`config.mk`:
```
export PLATFORM = sky130hd
export DESIGN_NAME = mem_arbiter
export DESIGN_NICKNAME = d
export VERILOG_FILES = /design/src/rtl/mem_arb_pkg.sv /design/src/rtl/mem_arb_pick.sv /design/src/rtl/mem_arbiter.sv
export SDC_FILE = /design/constraint.sdc
export NUM_CORES = 1
export LEC_CHECK = 0
export CAP_MARGIN = 20
export CORE_MARGIN = 2
export CORE_UTILIZATION = 33
export DETAILED_ROUTE_END_ITERATION = 10
export HOLD_SLACK_MARGIN = 0.15
export PLACE_DENSITY = 0.89
export SETUP_SLACK_MARGIN = 0.5
export SYNTH_ARGS = -nofsm -noshare
export SYNTH_HDL_FRONTEND = slang
export SYNTH_HIERARCHICAL = 1
export SYNTH_SLANG_ARGS = --single-unit
```
`constraint.sdc`:
```
create_clock -name clk_i -period 3.3 [get_ports clk_i]
set_clock_uncertainty 0.05 [all_clocks]
set_input_delay 0.495 -clock clk_i [delete_from_list [all_inputs] [get_ports clk_i]]
set_output_delay 0.495 -clock clk_i [all_outputs]
set_load 0.05 [all_outputs]
```
`src/rtl/mem_arb_pkg.sv`:
```
// ----------------------------------------------------------------------------
// mem_arb_pkg
//
// Shared definitions for the unified-memory arbiter:
//   - port index constants (fetch, data, debug/loader)
//   - read-return tag encoding, TAG_NONE meaning "no read in flight"
//   - memory map anchors for .text and .data (word addresses)
//   - wait-counter width and the round-robin pointer reset value
//   - port_next(): modulo-3 successor used by the round-robin search
// ----------------------------------------------------------------------------
package mem_arb_pkg;

    localparam int unsigned NUM_PORTS = 3;

    localparam logic [1:0] PORT_IF  = 2'd0;
    localparam logic [1:0] PORT_DM  = 2'd1;
    localparam logic [1:0] PORT_DBG = 2'd2;

    typedef enum logic [1:0] {
        TAG_IF   = 2'd0,
        TAG_DM   = 2'd1,
        TAG_DBG  = 2'd2,
        TAG_NONE = 2'd3
    } mem_arb_tag_e;

    // Word addresses: .text from word 0, .data from byte 0x2000.
    localparam int unsigned TEXT_BASE = 0;
    localparam int unsigned DATA_BASE = 2048;

    localparam int unsigned WAIT_W = 3;

    // Pointer "last granted = debug" so the first round-robin search starts at fetch.
    localparam logic [1:0] PTR_RESET = PORT_DBG;

    function automatic logic [1:0] port_next(input logic [1:0] p);
        return (p >= PORT_DBG) ? PORT_IF : p + 2'd1;
    endfunction

endpackage

```
`src/rtl/mem_arb_pick.sv`:
```
// ----------------------------------------------------------------------------
// mem_arb_pick
//
// Purely combinational winner selection for the three-port memory arbiter.
//   1. Any requesting port whose wait counter is saturated (starved) wins,
//      lowest index first.
//   2. Otherwise the base policy applies:
//        MEM_ARB_RR_EN defined   : round-robin, search starts at ptr_i + 1 (mod 3)
//        MEM_ARB_RR_EN undefined : fixed priority, data > fetch > debug
//
// Ports:
//   req_i     [2:0]  request vector, bit index = port index
//   starved_i [2:0]  starvation flags from the wait counters
//   ptr_i     [1:0]  last granted port (round-robin build only)
//   gnt_o     [2:0]  one-hot grant, zero when nothing requests
// ----------------------------------------------------------------------------
module mem_arb_pick
    import mem_arb_pkg::*;
(
    input  logic [NUM_PORTS-1:0] req_i,
    input  logic [NUM_PORTS-1:0] starved_i,
`ifdef MEM_ARB_RR_EN
    input  logic [1:0]           ptr_i,
`endif
    output logic [NUM_PORTS-1:0] gnt_o
);

    logic [NUM_PORTS-1:0] starved_req;

    assign starved_req = req_i & starved_i;

`ifdef MEM_ARB_RR_EN
    // Candidate search order for this cycle.
    logic [1:0] cand0;
    logic [1:0] cand1;
    logic [1:0] cand2;

    assign cand0 = port_next(ptr_i);
    assign cand1 = port_next(cand0);
    assign cand2 = port_next(cand1);
`endif

    always_comb begin
        gnt_o = '0;
        if (starved_req[PORT_IF]) begin
            gnt_o[PORT_IF] = 1'b1;
        end else if (starved_req[PORT_DM]) begin
            gnt_o[PORT_DM] = 1'b1;
        end else if (starved_req[PORT_DBG]) begin
            gnt_o[PORT_DBG] = 1'b1;
        end else begin
`ifdef MEM_ARB_RR_EN
            if (req_i[cand0]) begin
                gnt_o[cand0] = 1'b1;
            end else if (req_i[cand1]) begin
                gnt_o[cand1] = 1'b1;
            end else if (req_i[cand2]) begin
                gnt_o[cand2] = 1'b1;
            end
`else
            if (req_i[PORT_DM]) begin
                gnt_o[PORT_DM] = 1'b1;
            end else if (req_i[PORT_IF]) begin
                gnt_o[PORT_IF] = 1'b1;
            end else if (req_i[PORT_DBG]) begin
                gnt_o[PORT_DBG] = 1'b1;
            end
`endif
        end
    end

endmodule

```
`src/rtl/mem_arbiter.sv`:
```
// ----------------------------------------------------------------------------
// mem_arbiter
//
// Single-ported word-memory arbiter sharing the unified CPU memory between
// instruction fetch (port 0), data load/store (port 1) and debug/loader
// (port 2). At most one memory command per cycle; read data returns one
// cycle after the grant together with a one-cycle rvalid on the owning port.
// A 3-bit wait counter per port bounds every port's wait: once a counter
// saturates at MAX_WAIT that port overrides the base policy.
//
// Build option: MEM_ARB_RR_EN selects a round-robin base policy (pointer
// register built); otherwise fixed priority data > fetch > debug.
//
// Parameters: ADDR_W (word address width), DATA_W, MAX_WAIT.
//
// Ports:
//   clk_i, rst_ni                 clock, asynchronous active-low reset
//   if_req_i/if_addr_i            fetch requester (read-only)
//   dm_req_i/dm_addr_i/dm_we_i/dm_wdata_i      data requester
//   dbg_req_i/dbg_addr_i/dbg_we_i/dbg_wdata_i  debug/loader requester
//   *_gnt_o                       combinational grants, one-hot or zero
//   *_rvalid_o                    read-return strobes, one cycle after gnt
//   rdata_o                       shared read data, qualified by rvalid
//   mem_en_o/mem_we_o/mem_addr_o/mem_wdata_o   memory command
//   mem_rdata_i                   memory read data, valid the cycle after a read
// ----------------------------------------------------------------------------
module mem_arbiter
    import mem_arb_pkg::*;
#(
    parameter int unsigned ADDR_W   = 12,
    parameter int unsigned DATA_W   = 32,
    parameter int unsigned MAX_WAIT = 7
) (
    input  logic              clk_i,
    input  logic              rst_ni,

    input  logic              if_req_i,
    input  logic [ADDR_W-1:0] if_addr_i,

    input  logic              dm_req_i,
    input  logic [ADDR_W-1:0] dm_addr_i,
    input  logic              dm_we_i,
    input  logic [DATA_W-1:0] dm_wdata_i,

    input  logic              dbg_req_i,
    input  logic [ADDR_W-1:0] dbg_addr_i,
    input  logic              dbg_we_i,
    input  logic [DATA_W-1:0] dbg_wdata_i,

    output logic              if_gnt_o,
    output logic              dm_gnt_o,
    output logic              dbg_gnt_o,

    output logic              if_rvalid_o,
    output logic              dm_rvalid_o,
    output logic              dbg_rvalid_o,
    output logic [DATA_W-1:0] rdata_o,

    output logic              mem_en_o,
    output logic              mem_we_o,
    output logic [ADDR_W-1:0] mem_addr_o,
    output logic [DATA_W-1:0] mem_wdata_o,
    input  logic [DATA_W-1:0] mem_rdata_i
);

    localparam logic [WAIT_W-1:0] MaxWaitCnt = WAIT_W'(MAX_WAIT);

    logic [NUM_PORTS-1:0] req;
    logic [NUM_PORTS-1:0] starved;
    logic [NUM_PORTS-1:0] pick_gnt;
    logic [NUM_PORTS-1:0] gnt;

    logic [WAIT_W-1:0]    wait_q [NUM_PORTS];
    logic [WAIT_W-1:0]    wait_d [NUM_PORTS];

    mem_arb_tag_e         tag_q;
    mem_arb_tag_e         tag_d;
    logic [DATA_W-1:0]    rdata_q;
    logic                 rvalid_any;

    assign req = {dbg_req_i, dm_req_i, if_req_i};

    always_comb begin
        for (int unsigned i = 0; i < NUM_PORTS; i++) begin
            starved[i] = (wait_q[i] == MaxWaitCnt);
        end
    end

    // ------------------------------------------------------------------
    // Round-robin pointer (last granted port)
    // ------------------------------------------------------------------
`ifdef MEM_ARB_RR_EN
    logic [1:0] ptr_q;
    logic [1:0] ptr_d;

    // Starvation grants move the pointer too, so the overridden port is
    // not favoured again right after it was served.
    always_comb begin
        ptr_d = ptr_q;
        unique case (gnt)
            3'b001:  ptr_d = PORT_IF;
            3'b010:  ptr_d = PORT_DM;
            3'b100:  ptr_d = PORT_DBG;
            default: ptr_d = ptr_q;
        endcase
    end

    always_ff @(posedge clk_i or negedge rst_ni) begin
        if (!rst_ni) begin
            ptr_q <= PTR_RESET;
        end else begin
            ptr_q <= ptr_d;
        end
    end
`endif

    // ------------------------------------------------------------------
    // Winner selection
    // ------------------------------------------------------------------
    mem_arb_pick u_pick (
        .req_i     (req),
        .starved_i (starved),
`ifdef MEM_ARB_RR_EN
        .ptr_i     (ptr_q),
`endif
        .gnt_o     (pick_gnt)
    );

    // No command may leave while reset is held, even with requests pending.
    assign gnt = rst_ni ? pick_gnt : '0;

    assign if_gnt_o  = gnt[PORT_IF];
    assign dm_gnt_o  = gnt[PORT_DM];
    assign dbg_gnt_o = gnt[PORT_DBG];

    // ------------------------------------------------------------------
    // Memory command mux
    // ------------------------------------------------------------------
    assign mem_en_o = |gnt;

    always_comb begin
        mem_we_o    = 1'b0;
        mem_addr_o  = '0;
        mem_wdata_o = '0;
        unique case (gnt)
            3'b001: begin
                mem_addr_o  = if_addr_i;
            end
            3'b010: begin
                mem_we_o    = dm_we_i;
                mem_addr_o  = dm_addr_i;
                mem_wdata_o = dm_wdata_i;
            end
            3'b100: begin
                mem_we_o    = dbg_we_i;
                mem_addr_o  = dbg_addr_i;
                mem_wdata_o = dbg_wdata_i;
            end
            default: begin
                mem_we_o    = 1'b0;
            end
        endcase
    end

    // ------------------------------------------------------------------
    // Wait counters
    // ------------------------------------------------------------------
    always_comb begin
        for (int unsigned i = 0; i < NUM_PORTS; i++) begin
            if (!req[i] || gnt[i]) begin
                wait_d[i] = '0;
            end else if (!starved[i]) begin
                wait_d[i] = wait_q[i] + 1'b1;
            end else begin
                wait_d[i] = wait_q[i];
            end
        end
    end

    always_ff @(posedge clk_i or negedge rst_ni) begin
        if (!rst_ni) begin
            for (int unsigned i = 0; i < NUM_PORTS; i++) begin
                wait_q[i] <= '0;
            end
        end else begin
            for (int unsigned i = 0; i < NUM_PORTS; i++) begin
                wait_q[i] <= wait_d[i];
            end
        end
    end

    // ------------------------------------------------------------------
    // Read-return tracking
    // ------------------------------------------------------------------
    always_comb begin
        tag_d = TAG_NONE;
        if (gnt[PORT_IF]) begin
            tag_d = TAG_IF;
        end else if (gnt[PORT_DM] && !dm_we_i) begin
            tag_d = TAG_DM;
        end else if (gnt[PORT_DBG] && !dbg_we_i) begin
            tag_d = TAG_DBG;
        end
    end

    // rdata_q keeps the last returned word so rdata_o stays stable between
    // returns; reset clears it and the tag, dropping any in-flight read.
    always_ff @(posedge clk_i or negedge rst_ni) begin
        if (!rst_ni) begin
            tag_q   <= TAG_NONE;
            rdata_q <= '0;
        end else begin
            tag_q <= tag_d;
            if (rvalid_any) begin
                rdata_q <= mem_rdata_i;
            end
        end
    end

    assign rvalid_any   = (tag_q != TAG_NONE);
    assign if_rvalid_o  = (tag_q == TAG_IF);
    assign dm_rvalid_o  = (tag_q == TAG_DM);
    assign dbg_rvalid_o = (tag_q == TAG_DBG);

    // The memory's own output register supplies the word in the return
    // cycle, which keeps the read latency at one cycle after grant.
    assign rdata_o = rvalid_any ? mem_rdata_i : rdata_q;

endmodule

```
# Word level (Yosys, flattened, before mapping)
# Index checks and enable logic that the tools add are counted.
# totals
register_bits,43
# op_classes
n_addsub,3
n_eq_ne,12
reduce_logical,12
bitwise,1
mux,27
# op_table
cell,n
$pmux W32 S2,1
$pmux W12 S3,1
$mux W32,1
$mux W3,7
$eq A3 B3 Y1 const B,4
$mux W1,12
$add A3 B1 Y3 const B,3
$mux W2,4
$ne A2 B2 Y1 const B,4
$logic_not A1 Y1,5
$and A3 B3 Y3,1
$eq A3 B1 Y1 const B,1
$eq A3 B2 Y1 const B,1
$logic_or A1 B1 Y1,3
$reduce_or A3 Y1,1
$eq A2 B1 Y1 const B,1
$eq A2 B2 Y1 const B,1
$logic_and A1 B1 Y1,2
$logic_not A2 Y1,1
$pmux W1 S2,1

# Longest topological paths before layout
# Gate-level depths: netlist of run 1.
# depth
depth_word,11
ltp_mapped,9
mapped_depth_nobuf,7

# Cells and area by module
# The synthesis of run 1 kept the hierarchy.
# by_module_without_submodules
module,n_inst,area_per_inst_um2,cells_each
mem_arbiter,1,2269.7,190
mem_arb_pick,1,48.8,8

# Worst setup path before layout of run 1
# Ideal clock, no wire load.
# synth_path
path_kind,flip-flop to output port
start,reg wait_q[0] (netlist name)
end,out mem_wdata_o[0]
t_arrival_ps,2174
slack_ps,581
t_required_ps,2755
stages_incl_launch_ff,8
path_buffers,2
path_cell_list,dfrtp_1 -> ha_1 -> ha_1 -> o2111a_1 -> nor4bb_1 -> buf_2 -> buf_2 -> a22o_1
# synth_via
elab_chain_cells,8
word_cells_on_any_way,13
cone_classes,eq/ne: 3; mux: 9; bitwise: 1
# synth_lines
element,line,rtl
"start, declared",mem_arbiter.sv:73,logic [WAIT_W-1:0] wait_q [NUM_PORTS];
"start signal, assigned by index",mem_arbiter.sv:187,wait_q[i] <= wait_d[i];
$eq A3 B3 Y1 (*),mem_arbiter.sv:85,starved[i] = (wait_q[i] == MaxWaitCnt);
named net starved[2],mem_arbiter.sv:69,logic [NUM_PORTS-1:0] starved;
$and A3 B3 Y3 (*),mem_arb_pick.sv:30,assign starved_req = req_i & starved_i;
$mux W1 (*),mem_arb_pick.sv:49,end else if (starved_req[PORT_DBG]) begin
$mux W1 (*),mem_arb_pick.sv:47,end else if (starved_req[PORT_DM]) begin
$mux W2 (*),mem_arb_pick.sv:45,if (starved_req[PORT_IF]) begin
named net pick_gnt[2],mem_arbiter.sv:70,logic [NUM_PORTS-1:0] pick_gnt;
$mux W3 (*),mem_arbiter.sv:130,assign gnt = rst_ni ? pick_gnt : '0;
$eq A3 B3 Y1 / $eq A3 B2 Y1 (equally long branches),mem_arbiter.sv:145,unique case (gnt)
$pmux W32 S2 (*),mem_arbiter.sv:145,
"end, declared",mem_arbiter.sv:62,"output logic [DATA_W-1:0] mem_wdata_o,"
# The timed path passes the listed nets; every way through them passes the cells marked *.

# Worst setup path in the final report of run 1
# layout_path
start,reg wait_q[0] (netlist name)
end,out mem_addr_o[4]
# layout_via
elab_chain_cells,8
word_cells_on_any_way,14
cone_classes,eq/ne: 4; mux: 9; bitwise: 1
# layout_lines
element,line,rtl
$eq A3 B3 Y1 (*),mem_arbiter.sv:85,
named net starved[2],mem_arbiter.sv:69,
$and A3 B3 Y3 (*),mem_arb_pick.sv:30,
$mux W2 (*),mem_arb_pick.sv:49,
$mux W1 (*),mem_arb_pick.sv:47,
$mux W1 (*),mem_arb_pick.sv:45,
named net pick_gnt[0],mem_arbiter.sv:70,
$mux W3 (*),mem_arbiter.sv:130,
$eq A3 B3 Y1 (tied with other cells),mem_arbiter.sv:145,
$pmux W12 S3 (*),mem_arbiter.sv:145,
"end, declared",mem_arbiter.sv:61,"output logic [ADDR_W-1:0] mem_addr_o,"
# Marks and branches as above.

==> impl_metrics.prom, run 1 <==
# TYPE chip_impl_metric gauge
chip_impl_metric{name="yosys.area_share.simple",unit=""} 0.05990
chip_impl_metric{name="final_antenna_net_count",unit=""} 0
chip_impl_metric{name="irDropWorstVdd",unit="mV"} 0.4453
chip_impl_metric{name="grt_pass1_vias",unit=""} 2981
chip_impl_metric{name="power.internal",unit="mW"} 1.249
chip_impl_metric{name="power_switching_share",unit=""} 0.3922
chip_impl_metric{name="timing_worst_slew_pin_value",unit="ns"} 0.5548
chip_impl_metric{name="gr-usage-all-layers",unit=""} 0.2933
chip_impl_metric{name="worst_skew_pair.late_latency",unit="ns"} 0.28
chip_impl_metric{name="r2r.worst_path.cells",unit=""} 8
chip_impl_metric{name="cellPowerDensity",unit="nW/um^2"} 356.6
chip_impl_metric{name="clock_tree.htree_level_count",unit=""} 2
chip_impl_metric{name="wl_per_cell",unit="um"} 23.64
chip_impl_metric{name="synth.ff_latch_count",unit=""} 43
chip_impl_metric{name="synth.distinct_cells",unit=""} 23
chip_impl_metric{name="final_net_count",unit=""} 580
chip_impl_info{name="crit_path_cells",value="ha_2, ha_4, a21oi_2, o21a_1, buf_4, and4bb_4, buf_12, a222oi_1, inv_1, buf_12"} 1
chip_impl_info{name="critical_path.endpoint_type",value="primary output"} 1
chip_impl_metric{name="antenna_found_initial",unit=""} 0
chip_impl_metric{name="power.sequential.fraction",unit=""} 0.310
chip_impl_metric{name="postPlaceCellArea",unit="um^2"} 5092
chip_impl_metric{name="critical_path_arrival",unit="ns"} 2.58
chip_impl_metric{name="timing.final.max_slew_violations",unit=""} 0
chip_impl_info{name="path_class_of_the_lowest_slack_min_delay_path",value="in2async"} 1
chip_impl_metric{name="post_layout_cell_count",unit=""} 531
chip_impl_info{name="yosysTopAreaCell",value="dfrtp_1"} 1
chip_impl_metric{name="synth_compound_gate_area_share",unit=""} 0.1948
chip_impl_metric{name="finalHoldViolCount",unit=""} 0
chip_impl_info{name="cts_tree",value="done"} 1
chip_impl_metric{name="power.net_switching",unit="uW"} 805.7
chip_impl_metric{name="total_power",unit="mW"} 2.055
chip_impl_metric{name="postLayoutCellArea",unit="um^2"} 5762
chip_impl_info{name="crit_path_frequent_cell",value="buf_12"} 1
chip_impl_metric{name="final.fill_count",unit=""} 340
chip_impl_metric{name="drt_first_iter_violations",unit=""} 157
chip_impl_metric{name="drt_drc_violations_left",unit=""} 0
chip_impl_metric{name="portBuffers",unit=""} 222
chip_impl_metric{name="synthCells",unit=""} 198
chip_impl_metric{name="yosys_warnings",unit=""} 6
chip_impl_metric{name="cap_viol_max_count",unit=""} 0
chip_impl_metric{name="cts.reportedPaths.clkPinSlew",unit="ns"} 0.07
chip_impl_info{name="clock_tree.root_cell",value="clkbuf_8"} 1
chip_impl_metric{name="timing.final.crit_period",unit="ns"} 3.127
chip_impl_metric{name="routabilityCongestion",unit=""} 0.8757
chip_impl_metric{name="cts_num_sinks",unit=""} 43
chip_impl_metric{name="path_max_fanout",unit=""} 12
chip_impl_metric{name="io-pin-count",unit=""} 223
chip_impl_metric{name="avgViaCountPerCell",unit=""} 5.371
chip_impl_metric{name="critical_path.max_stage_delay",unit="ns"} 0.40
chip_impl_info{name="synth.top_cells.by_area",value="dfrtp_1 (44%), mux2_1 (16%), a22o_1 (12%)"} 1
chip_impl_metric{name="crit_required",unit="ns"} 2.75
chip_impl_info{name="reg2reg_from",value="wait_q[0]"} 1
chip_impl_metric{name="met3_length",unit="um"} 1408
chip_impl_metric{name="relSlewSlack",unit=""} 0.6290
chip_impl_info{name="run_status",value="finished clean"} 1
chip_impl_metric{name="post_synthesis_area_per_instance",unit="um^2"} 11.71
chip_impl_metric{name="cp.buffers_inverters",unit=""} 4
chip_impl_metric{name="synth-xor-area-share",unit=""} 0.01133
chip_impl_metric{name="report.final.setup_viol",unit=""} 0
chip_impl_metric{name="layout_worst_path_cycle_share",unit=""} 0.9476
chip_impl_metric{name="dp_hpwl",unit="um"} 8353
chip_impl_metric{name="numPlacedInstances",unit=""} 506
chip_impl_metric{name="via_count",unit=""} 2852
chip_impl_info{name="setup.worst_path.start_class",value="flop"} 1
chip_impl_metric{name="synth_fp_nets",unit=""} 343
chip_impl_metric{name="share_clk_of_total_power",unit=""} 0.160
chip_impl_metric{name="fin_hold_ws",unit="ns"} 0.2149
chip_impl_metric{name="clock_tree.buffer_depth",unit=""} 2
chip_impl_metric{name="ant_diodes",unit=""} 0
chip_impl_metric{name="die_x",unit="um"} 87.82
chip_impl_metric{name="initial_core_utilization",unit=""} 0.3413
chip_impl_info{name="setup.worst_path.class",value="reg2out"} 1
chip_impl_metric{name="synth.cell_area",unit="um^2"} 2318
chip_impl_metric{name="grt_max_degree",unit=""} 39
chip_impl_metric{name="core_area",unit="um^2"} 6794
chip_impl_metric{name="row_count",unit=""} 30
chip_impl_metric{name="tritoncts.num_buffers",unit=""} 5
chip_impl_metric{name="share_comb_of_total_power",unit=""} 0.529
chip_impl_metric{name="drt_first_pass_iters",unit=""} 6
chip_impl_info{name="synth_top_family_by_area",value="compound AO/OA/AOI/OAI gates"} 1
chip_impl_metric{name="routed-wl-met2",unit="um"} 6475
chip_impl_info{name="critPathTopFamily",value="compound AO/OA/AOI/OAI gates"} 1
chip_impl_info{name="critical_path_startpoint",value="wait_q[0]"} 1
chip_impl_metric{name="netlist.area_leader.share",unit=""} 0.4425
chip_impl_metric{name="chipHeight",unit="um"} 87.82
chip_impl_metric{name="p_leak",unit="nW"} 2.665
chip_impl_metric{name="area_growth_syn_to_layout",unit="%"} 148.5
chip_impl_metric{name="grt_first_pass_wirelength",unit="um"} 16640
chip_impl_metric{name="die-area",unit="um^2"} 7712
chip_impl_metric{name="synth_adder_area_share",unit=""} 0.03238
chip_impl_metric{name="drt_wl_total",unit="um"} 12550
chip_impl_metric{name="path_depth",unit=""} 10
chip_impl_metric{name="gr-total-overflow",unit=""} 0
chip_impl_info{name="setup_repair_after_global_routing_missed_its_margin",value="true"} 1
chip_impl_metric{name="setup_tns",unit="ns"} 0
chip_impl_info{name="max_used_layer",value="met4"} 1
chip_impl_metric{name="synth.mux.area_fraction",unit=""} 0.1813
chip_impl_metric{name="seq_area_frac_synth",unit=""} 0.4652
chip_impl_metric{name="detail_route.wirelength.met1",unit="um"} 3917
chip_impl_info{name="cell_type_of_the_slowest_stage_on_the_worst_timing_path",value="dfrtp_1"} 1
chip_impl_metric{name="final_layout_size_suffix_gt1_frac",unit=""} 0.2736
chip_impl_metric{name="max_clock_freq",unit="MHz"} 319.8
[power groups by stage]
| stage | Clock (mW) | Sequential [mW] | Combinational, mW |
|---|---|---|---|
| finish | 0.329 | 0.637 | 1.09 |
| floorplan | 0 | 0.637 | 0.553 |
| global route | 0.364 | 0.645 | 1.13 |
| global placement | 0 | 0.640 | 1.03 |
| detailed placement | 0 | 0.647 | 1.04 |
| CTS | 0.340 | 0.637 | 1.06 |
[registers in the layout (all words and copies together), names as in the netlist]
name / cells
tag_q: 2
wait_q: 9
rdata_q: 32
[layer usage]
metal	GRT usage	vias up
li1	-	1221
met5	0	-
met2	0.5207	218
met4	0.1748	0
met3	0.1235	62
met1	0.2815	1351
[final timing paths]
kind / slack [ns] / to
setup reg to reg: 1.54 / tag_q[0]
hold / removal: 0.21 / tag_q[1]
setup / recovery: 0.17 / mem_addr_o[4]
min in group clk_i: 0.43 / rdata_q[1]
hold reg to reg: 0.43 / rdata_q[1]
max in group asynchronous: 2.37 / wait_q[6]
[layout make-up]
cell class | count | area (um^2) | share of cell area
well taps | 96 | 120.1 | 0.02085
inverters | 15 | 56.30 | 0.009772
clock buffers | 6 | 82.58 | 0.01433
flip-flops and latches | 43 | 1079 | 0.1872
multi-input cells | 126 | 1414 | 0.2454
clock inverters | 1 | 5.005 | 0.0008686
repair buffers | 244 | 3005 | 0.5216
[worst register-to-register path, stage by stage, from the launching register on]
cell and delay [ns]:
dfrtp_1 0.38, ha_2 0.21, ha_4 0.16, nand2_1 0.06, o211a_1 0.25, buf_4 0.15, nand2_1 0.14, nor2_1 0.07
o31a_1 0.24
[repair_timing]
action | in CTS | in global routing
endpoints found under the setup margin | 63 | 59
hold endpoints to repair | 3 | 3
pin swaps | 11 | 19
gates cloned | 4 | 2
buffers inserted | 8 | 3
resized for setup | 49 | 31
[cell usage after synthesis, drive strengths merged]
cell type  number
dfrtp          41
and4bb          2
o211a           1
nor2b           2
o31a            1
o2111a          1
nor4bb          1
a222oi         12
nor2           13
a22o           33
inv            15
ha              6
o21a            1
dfstp           2
a21oi           1
mux2i           6
clkbuf          1
mux2           32
buf            13
xor2            3
nand2          10
nand3           1
[cells in the final DEF (no fill, tap or decap), types with 2 or more instances in the layout]
master           count
a222oi_1            12
a22o_1               6
a22o_4              26
and4bb_4             2
buf_12              48
buf_4               15
buf_6                2
bufbuf_16            3
clkbuf_16            2
clkbuf_8             6
clkdlybuf4s50_1    137
dfrtp_1             41
dfstp_2              2
dlygate4sd2_1       20
dlymetal6s2s_1      13
ha_2                 3
ha_4                 3
inv_1               15
mux2_1              32
mux2i_1              6
nand2_1             10
nor2_1              13
nor2b_1              2
xor2_1               3
[metrics by stage]
stage | utilization | worst slack [ns]
floorplan | - | 0.5808
global placement | 0.7495 | 0.3736
detailed placement | 0.7495 | 0.2570
CTS | 0.8109 | 0.2424
global route | 0.8481 | 0.09826
finish | 0.8481 | 0.1729
[cells by family after synthesis]
kind of cell / after synthesis
buffers and inverters: 29
AND/OR/NAND/NOR: 29
flip-flops: 43
multiplexers: 38
adder cells (fa/ha/maj): 6
XOR/XNOR: 3
AO/OA/AOI/OAI: 50
Power figures use the tool's default switching activity.
==> run 2, diff against run 1 <==
--- a/config.mk
+++ b/config.mk
@@ -8,6 +8,7 @@
 export CAP_MARGIN = 20
 export CORE_MARGIN = 2
 export CORE_UTILIZATION = 33
+export CTS_BUF_LIST = sky130_fd_sc_hd__clkbuf_4
 export DETAILED_ROUTE_END_ITERATION = 10
 export HOLD_SLACK_MARGIN = 0.15
 export PLACE_DENSITY = 0.89
==> impl_metrics.prom, run 2 (synthesized netlist as in run 1, its figures left out) <==
# TYPE chip_impl_metric gauge
chip_impl_metric{name="relSlewSlack",unit=""} 0.6369
chip_impl_metric{name="report.final.setup_viol",unit=""} 0
chip_impl_metric{name="postLayoutCellArea",unit="um^2"} 5871
chip_impl_metric{name="timing_worst_slew_pin_value",unit="ns"} 0.5429
chip_impl_metric{name="layout_worst_path_cycle_share",unit=""} 0.9817
chip_impl_metric{name="portBuffers",unit=""} 222
chip_impl_metric{name="p_leak",unit="nW"} 2.647
chip_impl_metric{name="clock_tree.buffer_depth",unit=""} 2
chip_impl_metric{name="final_critical_path_setup_slack",unit="ns"} 0.06049
chip_impl_metric{name="grt_max_degree",unit=""} 46
chip_impl_metric{name="area_growth_syn_to_layout",unit="%"} 153.2
chip_impl_metric{name="finalHoldViolCount",unit=""} 0
chip_impl_metric{name="cts_num_sinks",unit=""} 43
chip_impl_info{name="layout_top_registers",value="rdata_q: 32 flops, wait_q: 9 flops, tag_q: 2 flops"} 1
chip_impl_metric{name="wl_per_cell",unit="um"} 25.42
chip_impl_info{name="setup.worst_path.start_class",value="flop"} 1
chip_impl_metric{name="initial_core_utilization",unit=""} 0.3413
chip_impl_metric{name="worst_skew_pair.late_latency",unit="ns"} 0.33
chip_impl_metric{name="gr-total-overflow",unit=""} 0
chip_impl_metric{name="drt_wl_total",unit="um"} 13780
chip_impl_metric{name="critical_path_arrival",unit="ns"} 2.69
chip_impl_metric{name="final_layout_size_suffix_gt1_frac",unit=""} 0.2982
chip_impl_metric{name="r2r.worst_path.cells",unit=""} 9
chip_impl_metric{name="cts.reportedPaths.clkPinSlew",unit="ns"} 0.11
chip_impl_metric{name="utilization",unit=""} 0.8641
chip_impl_info{name="final_cell_mix",value="clkdlybuf4s50_1 (138), buf_12 (49), dfrtp_1 (41)"} 1
chip_impl_metric{name="cp.buffers_inverters",unit=""} 6
chip_impl_metric{name="crit_required",unit="ns"} 2.75
chip_impl_metric{name="final_antenna_net_count",unit=""} 0
chip_impl_info{name="setup.worst_path.class",value="reg2out"} 1
chip_impl_metric{name="grt_first_pass_wirelength",unit="um"} 16850
chip_impl_info{name="run_status",value="finished clean"} 1
chip_impl_info{name="critPathTopFamily",value="buffers and inverters"} 1
chip_impl_metric{name="ant_diodes",unit=""} 0
chip_impl_metric{name="number_of_flip_flops_in_the_largest_register",unit=""} 32
chip_impl_metric{name="final_net_count",unit=""} 591
chip_impl_metric{name="numPlacedInstances",unit=""} 506
chip_impl_metric{name="irDropWorstVdd",unit="mV"} 0.4158
chip_impl_metric{name="tritoncts.num_buffers",unit=""} 5
chip_impl_metric{name="grt_pass1_vias",unit=""} 2989
chip_impl_metric{name="path_max_fanout",unit=""} 6
chip_impl_metric{name="setup_tns",unit="ns"} 0
chip_impl_info{name="clock_tree.root_cell",value="clkbuf_4"} 1
chip_impl_info{name="crit-reg2reg-capture",value="wait_q[7]"} 1
chip_impl_metric{name="via_count",unit=""} 2910
chip_impl_info{name="reg2reg_from",value="wait_q[1]"} 1
chip_impl_metric{name="minimum_setup_slack_among_reg_to_reg_paths",unit="ns"} 1.49
chip_impl_metric{name="core_area",unit="um^2"} 6794
chip_impl_metric{name="die_x",unit="um"} 87.82
chip_impl_metric{name="row_count",unit=""} 30
chip_impl_metric{name="drt_first_iter_violations",unit=""} 159
chip_impl_info{name="crit_path_cells",value="ha_4, ha_4, a21oi_2, o21a_1, buf_6, nor4bb_4, buf_6, buf_12, buf_16, a222oi_1, inv_1, buf_12"} 1
chip_impl_info{name="largest-register",value="rdata_q"} 1
chip_impl_info{name="cts_tree",value="done"} 1
chip_impl_metric{name="drt_drc_violations_left",unit=""} 0
chip_impl_metric{name="chipHeight",unit="um"} 87.82
chip_impl_metric{name="total_power",unit="mW"} 1.971
chip_impl_metric{name="dp_hpwl",unit="um"} 8353
chip_impl_metric{name="timing.final.max_slew_violations",unit=""} 0
chip_impl_metric{name="preCtsSetupSlack",unit="ns"} 0.2570
chip_impl_metric{name="post_layout_cell_count",unit=""} 542
chip_impl_metric{name="timing.final.crit_period",unit="ns"} 3.240
chip_impl_metric{name="antenna_found_initial",unit=""} 0
chip_impl_metric{name="cap_viol_max_count",unit=""} 0
chip_impl_metric{name="max_clock_freq",unit="MHz"} 308.7
chip_impl_metric{name="final.fill_count",unit=""} 312
chip_impl_info{name="cell_type_of_the_slowest_stage_on_the_worst_timing_path",value="dfrtp_1"} 1
chip_impl_metric{name="fin_hold_ws",unit="ns"} 0.2960
chip_impl_info{name="path_class_of_the_lowest_slack_min_delay_path",value="in2async"} 1
chip_impl_metric{name="critical_path.max_stage_delay",unit="ns"} 0.43
chip_impl_info{name="critical_path.endpoint_type",value="primary output"} 1
chip_impl_metric{name="cellPowerDensity",unit="nW/um^2"} 335.7
chip_impl_info{name="layout.cells.most_common",value="clkdlybuf4s50_1"} 1
chip_impl_metric{name="drt_first_pass_iters",unit=""} 5
chip_impl_info{name="setup_repair_after_global_routing_missed_its_margin",value="true"} 1
chip_impl_metric{name="die-area",unit="um^2"} 7712
chip_impl_metric{name="postPlaceCellArea",unit="um^2"} 5092
chip_impl_metric{name="avgViaCountPerCell",unit=""} 5.369
chip_impl_metric{name="io-pin-count",unit=""} 223
chip_impl_info{name="critical_path_startpoint",value="wait_q[1]"} 1
chip_impl_metric{name="clock_tree.htree_level_count",unit=""} 2
chip_impl_metric{name="routabilityCongestion",unit=""} 0.8757
chip_impl_metric{name="gr-usage-all-layers",unit=""} 0.2956
==> run 2: worst max path at each step <==
stage,end,slack [ns],cells after the start
after floorplan,mem_wdata_o[0],0.58,7
after global placement,mem_addr_o[9],0.37,8
after detailed placement,mem_addr_o[4],0.26,7
after CTS,mem_addr_o[4],0.16,11
after global routing,mem_addr_o[3],-0.01,12
final,mem_addr_o[3],0.06,12
==> run 2: layout make-up <==
type / count / area, um^2 / share of cell area
repair buffers: 255 / 3095 / 0.5273
multi-input cells: 126 / 1474 / 0.2511
flip-flops and latches: 43 / 1079 / 0.1837
well taps: 96 / 120.1 / 0.02046
inverters: 15 / 56.30 / 0.009591
clock buffers: 5 / 37.54 / 0.006394
clock inverters: 2 / 8.758 / 0.001492
==> run 2: layer usage <==
layer | GRT usage | vias up | routed length (um)
met3 | 0.1188 | 54 | 1526
li1 | - | 1244 | -
met4 | 0.1497 | 0 | 793
met1 | 0.2853 | 1408 | 4436
met5 | 0 | - | 0
met2 | 0.5399 | 204 | 7019
==> run 2: repair_timing <==
action,CTS,global route
endpoints found under the setup margin,76,45
pin swaps,35,24
setup buffers,11,8
resized for setup,62,31
hold endpoints to repair,3,0
cloned,5,3
hold buffers,2,0
==> run 2: power breakdown <==
part	switching [mW]	internal, mW	total [mW]
registers	0.0273	0.611	0.638
clock network	0.153	0.0758	0.228
logic	0.632	0.472	1.10
total	0.812	1.16	1.97
==> run 3, diff against run 2 <==
--- a/config.mk
+++ b/config.mk
@@ -12,6 +12,7 @@
 export DETAILED_ROUTE_END_ITERATION = 10
 export HOLD_SLACK_MARGIN = 0.15
 export PLACE_DENSITY = 0.89
+export RECOVER_POWER = 25
 export SETUP_SLACK_MARGIN = 0.5
 export SYNTH_ARGS = -nofsm -noshare
 export SYNTH_HDL_FRONTEND = slang
==> impl_metrics.prom, run 3 (synthesized netlist as in run 1, its figures left out) <==
# TYPE chip_impl_metric gauge
chip_impl_metric{name="relSlewSlack",unit=""} -0.3320
chip_impl_metric{name="area_growth_syn_to_layout",unit="%"} 153.0
chip_impl_metric{name="row_count",unit=""} 30
chip_impl_metric{name="fin_hold_ws",unit="ns"} 0.4384
chip_impl_metric{name="gr-total-overflow",unit=""} 0
chip_impl_info{name="violations",value="capacitance limit, slew limit"} 1
chip_impl_metric{name="core_area",unit="um^2"} 6794
chip_impl_metric{name="io-pin-count",unit=""} 223
chip_impl_metric{name="critical_path_arrival",unit="ns"} 2.69
chip_impl_metric{name="min_path_cells",unit=""} 1
chip_impl_info{name="hold_path_startpoint",value="rdata_q[1]"} 1
chip_impl_info{name="final_cell_mix",value="clkdlybuf4s50_1 (138), buf_12 (49), dfrtp_1 (41)"} 1
chip_impl_metric{name="cap_viol_max_count",unit=""} 1
chip_impl_info{name="setup.worst_path.start_class",value="flop"} 1
chip_impl_metric{name="drt_first_pass_iters",unit=""} 8
chip_impl_metric{name="path_max_fanout",unit=""} 6
chip_impl_metric{name="cellPowerDensity",unit="nW/um^2"} 335.9
chip_impl_info{name="layout_top_registers",value="rdata_q: 32 flops, wait_q: 9 flops, tag_q: 2 flops"} 1
chip_impl_metric{name="r2r.worst_path.cells",unit=""} 9
chip_impl_metric{name="crit_required",unit="ns"} 2.75
chip_impl_metric{name="ant_diodes",unit=""} 0
chip_impl_metric{name="finalHoldViolCount",unit=""} 0
chip_impl_metric{name="number_of_flip_flops_in_the_largest_register",unit=""} 32
chip_impl_metric{name="timing_worst_slew_pin_value",unit="ns"} 1.998
chip_impl_metric{name="initial_core_utilization",unit=""} 0.3413
chip_impl_metric{name="timing.final.max_slew_violations",unit=""} 39
chip_impl_info{name="critical_path.endpoint_type",value="primary output"} 1
chip_impl_metric{name="avgViaCountPerCell",unit=""} 5.367
chip_impl_info{name="layout.cells.most_common",value="clkdlybuf4s50_1"} 1
chip_impl_metric{name="postLayoutCellArea",unit="um^2"} 5866
chip_impl_metric{name="die-area",unit="um^2"} 7712
chip_impl_metric{name="die_x",unit="um"} 87.82
chip_impl_info{name="setup.worst_path.class",value="reg2out"} 1
chip_impl_metric{name="final_layout_size_suffix_gt1_frac",unit=""} 0.2937
chip_impl_info{name="run_status",value="finished, violations left"} 1
chip_impl_metric{name="tritoncts.num_buffers",unit=""} 5
chip_impl_metric{name="grt_first_pass_wirelength",unit="um"} 16850
chip_impl_metric{name="worst_skew_pair.late_latency",unit="ns"} 0.33
chip_impl_info{name="reg2reg_from",value="wait_q[1]"} 1
chip_impl_metric{name="timing.final.crit_period",unit="ns"} 3.231
chip_impl_metric{name="clock_tree.buffer_depth",unit=""} 2
chip_impl_metric{name="cts.reportedPaths.clkPinSlew",unit="ns"} 0.11
chip_impl_metric{name="p_leak",unit="nW"} 2.640
chip_impl_metric{name="chipHeight",unit="um"} 87.82
chip_impl_metric{name="routabilityCongestion",unit=""} 0.8757
chip_impl_metric{name="via_count",unit=""} 2909
chip_impl_metric{name="grt_max_degree",unit=""} 46
chip_impl_metric{name="portBuffers",unit=""} 222
chip_impl_metric{name="clock_tree.htree_level_count",unit=""} 2
chip_impl_metric{name="layout_worst_path_cycle_share",unit=""} 0.9792
chip_impl_metric{name="antenna_found_initial",unit=""} 0
chip_impl_metric{name="postPlaceCellArea",unit="um^2"} 5092
chip_impl_info{name="path_class_of_the_lowest_slack_min_delay_path",value="reg2reg"} 1
chip_impl_metric{name="gr-usage-all-layers",unit=""} 0.2956
chip_impl_info{name="largest-register",value="rdata_q"} 1
chip_impl_metric{name="max_clock_freq",unit="MHz"} 309.5
chip_impl_metric{name="report.final.setup_viol",unit=""} 0
chip_impl_metric{name="grt_pass1_vias",unit=""} 2989
chip_impl_metric{name="wl_per_cell",unit="um"} 25.32
chip_impl_metric{name="minimum_setup_slack_among_reg_to_reg_paths",unit="ns"} 1.48
chip_impl_metric{name="drt_drc_violations_left",unit=""} 0
chip_impl_metric{name="drt_first_iter_violations",unit=""} 195
chip_impl_metric{name="final_net_count",unit=""} 591
chip_impl_metric{name="cts_num_sinks",unit=""} 43
chip_impl_metric{name="drt_wl_total",unit="um"} 13730
chip_impl_metric{name="final_antenna_net_count",unit=""} 0
chip_impl_metric{name="dp_hpwl",unit="um"} 8353
chip_impl_info{name="crit-reg2reg-capture",value="wait_q[7]"} 1
chip_impl_info{name="hold-path-endpoint",value="rdata_q[1]"} 1
chip_impl_metric{name="irDropWorstVdd",unit="mV"} 0.4163
chip_impl_info{name="setup_repair_after_global_routing_missed_its_margin",value="true"} 1
chip_impl_info{name="clock_tree.root_cell",value="clkbuf_4"} 1
chip_impl_info{name="cts_tree",value="done"} 1
## run 3: changes by cell type in the layout (fill, tap and decap cells not counted)
| cell | change |
|---|---|
| buf_2 | -1 |
| buf_4 | -1 |
| clkbuf_1 | +2 |
## run 3: repair_timing
item	4_1_cts	5_1_grt
gates resized for setup	62	31
hold buffers	2	0
hold endpoints to repair	3	0
pin swaps	35	24
gates cloned	5	3
setup endpoints to repair	76	45
setup buffers	11	8
## run 3: final cells by class
type	count	area [um^2]
clock inverters	2	8.758
clock buffers	5	37.54
fillers	315	928.4
inverters	15	56.30
repair buffers	255	3090
well taps	96	120.1
multi-input cells	126	1474
flip-flops and latches	43	1079
## run 3: per-layer routing
layer  track usage  routed length (um)
met1        0.2853                4419
met2        0.5399                6997
met3        0.1188                1496
met4        0.1497                 812
met5             0                   0
## run 3: worst max path at each step
stage / start / end
after global routing: wait_q[0] / mem_addr_o[3]
after global placement: dm_req_i / mem_addr_o[9]
after CTS: wait_q[1] / mem_addr_o[4]
after detailed placement: dm_req_i / mem_addr_o[4]
final: wait_q[1] / mem_addr_o[3]
after floorplan: wait_q[0] / mem_wdata_o[0]
## run 3: where the power goes
group | switching, mW | leakage (nW) | total (mW) | internal [mW]
clock network | 0.153 | 0.0285 | 0.229 | 0.0758
registers | 0.0274 | 0.515 | 0.639 | 0.611
logic | 0.631 | 2.10 | 1.10 | 0.471
total | 0.812 | 2.64 | 1.97 | 1.16
## run 3: per-stage QoR
| step | TNS, ns | cells | utilization | total power [mW] | setup slack [ns] |
|---|---|---|---|---|---|
| floorplan | 0 | 198 | - | 1.190 | 0.5808 |
| global placement | 0 | 506 | 0.7495 | 1.669 | 0.3736 |
| detailed placement | 0 | 506 | 0.7495 | 1.692 | 0.2570 |
| CTS | 0 | 531 | 0.8096 | 1.930 | 0.1589 |
| global route | -0.01662 | 542 | 0.8634 | 2.049 | -0.009760 |
| finish | 0 | 542 | 0.8634 | 1.970 | 0.06859 |
## run 3: critical path, stage by stage (launching register included)
cell and delay, ns:
dfrtp_1 0.43, ha_4 0.18, ha_4 0.17, a21oi_2 0.11
o21a_1 0.22, buf_6 0.13, nor4bb_4 0.04, buf_6 0.14
buf_12 0.13, buf_16 0.14, a222oi_1 0.38, inv_1 0.13
buf_12 0.17
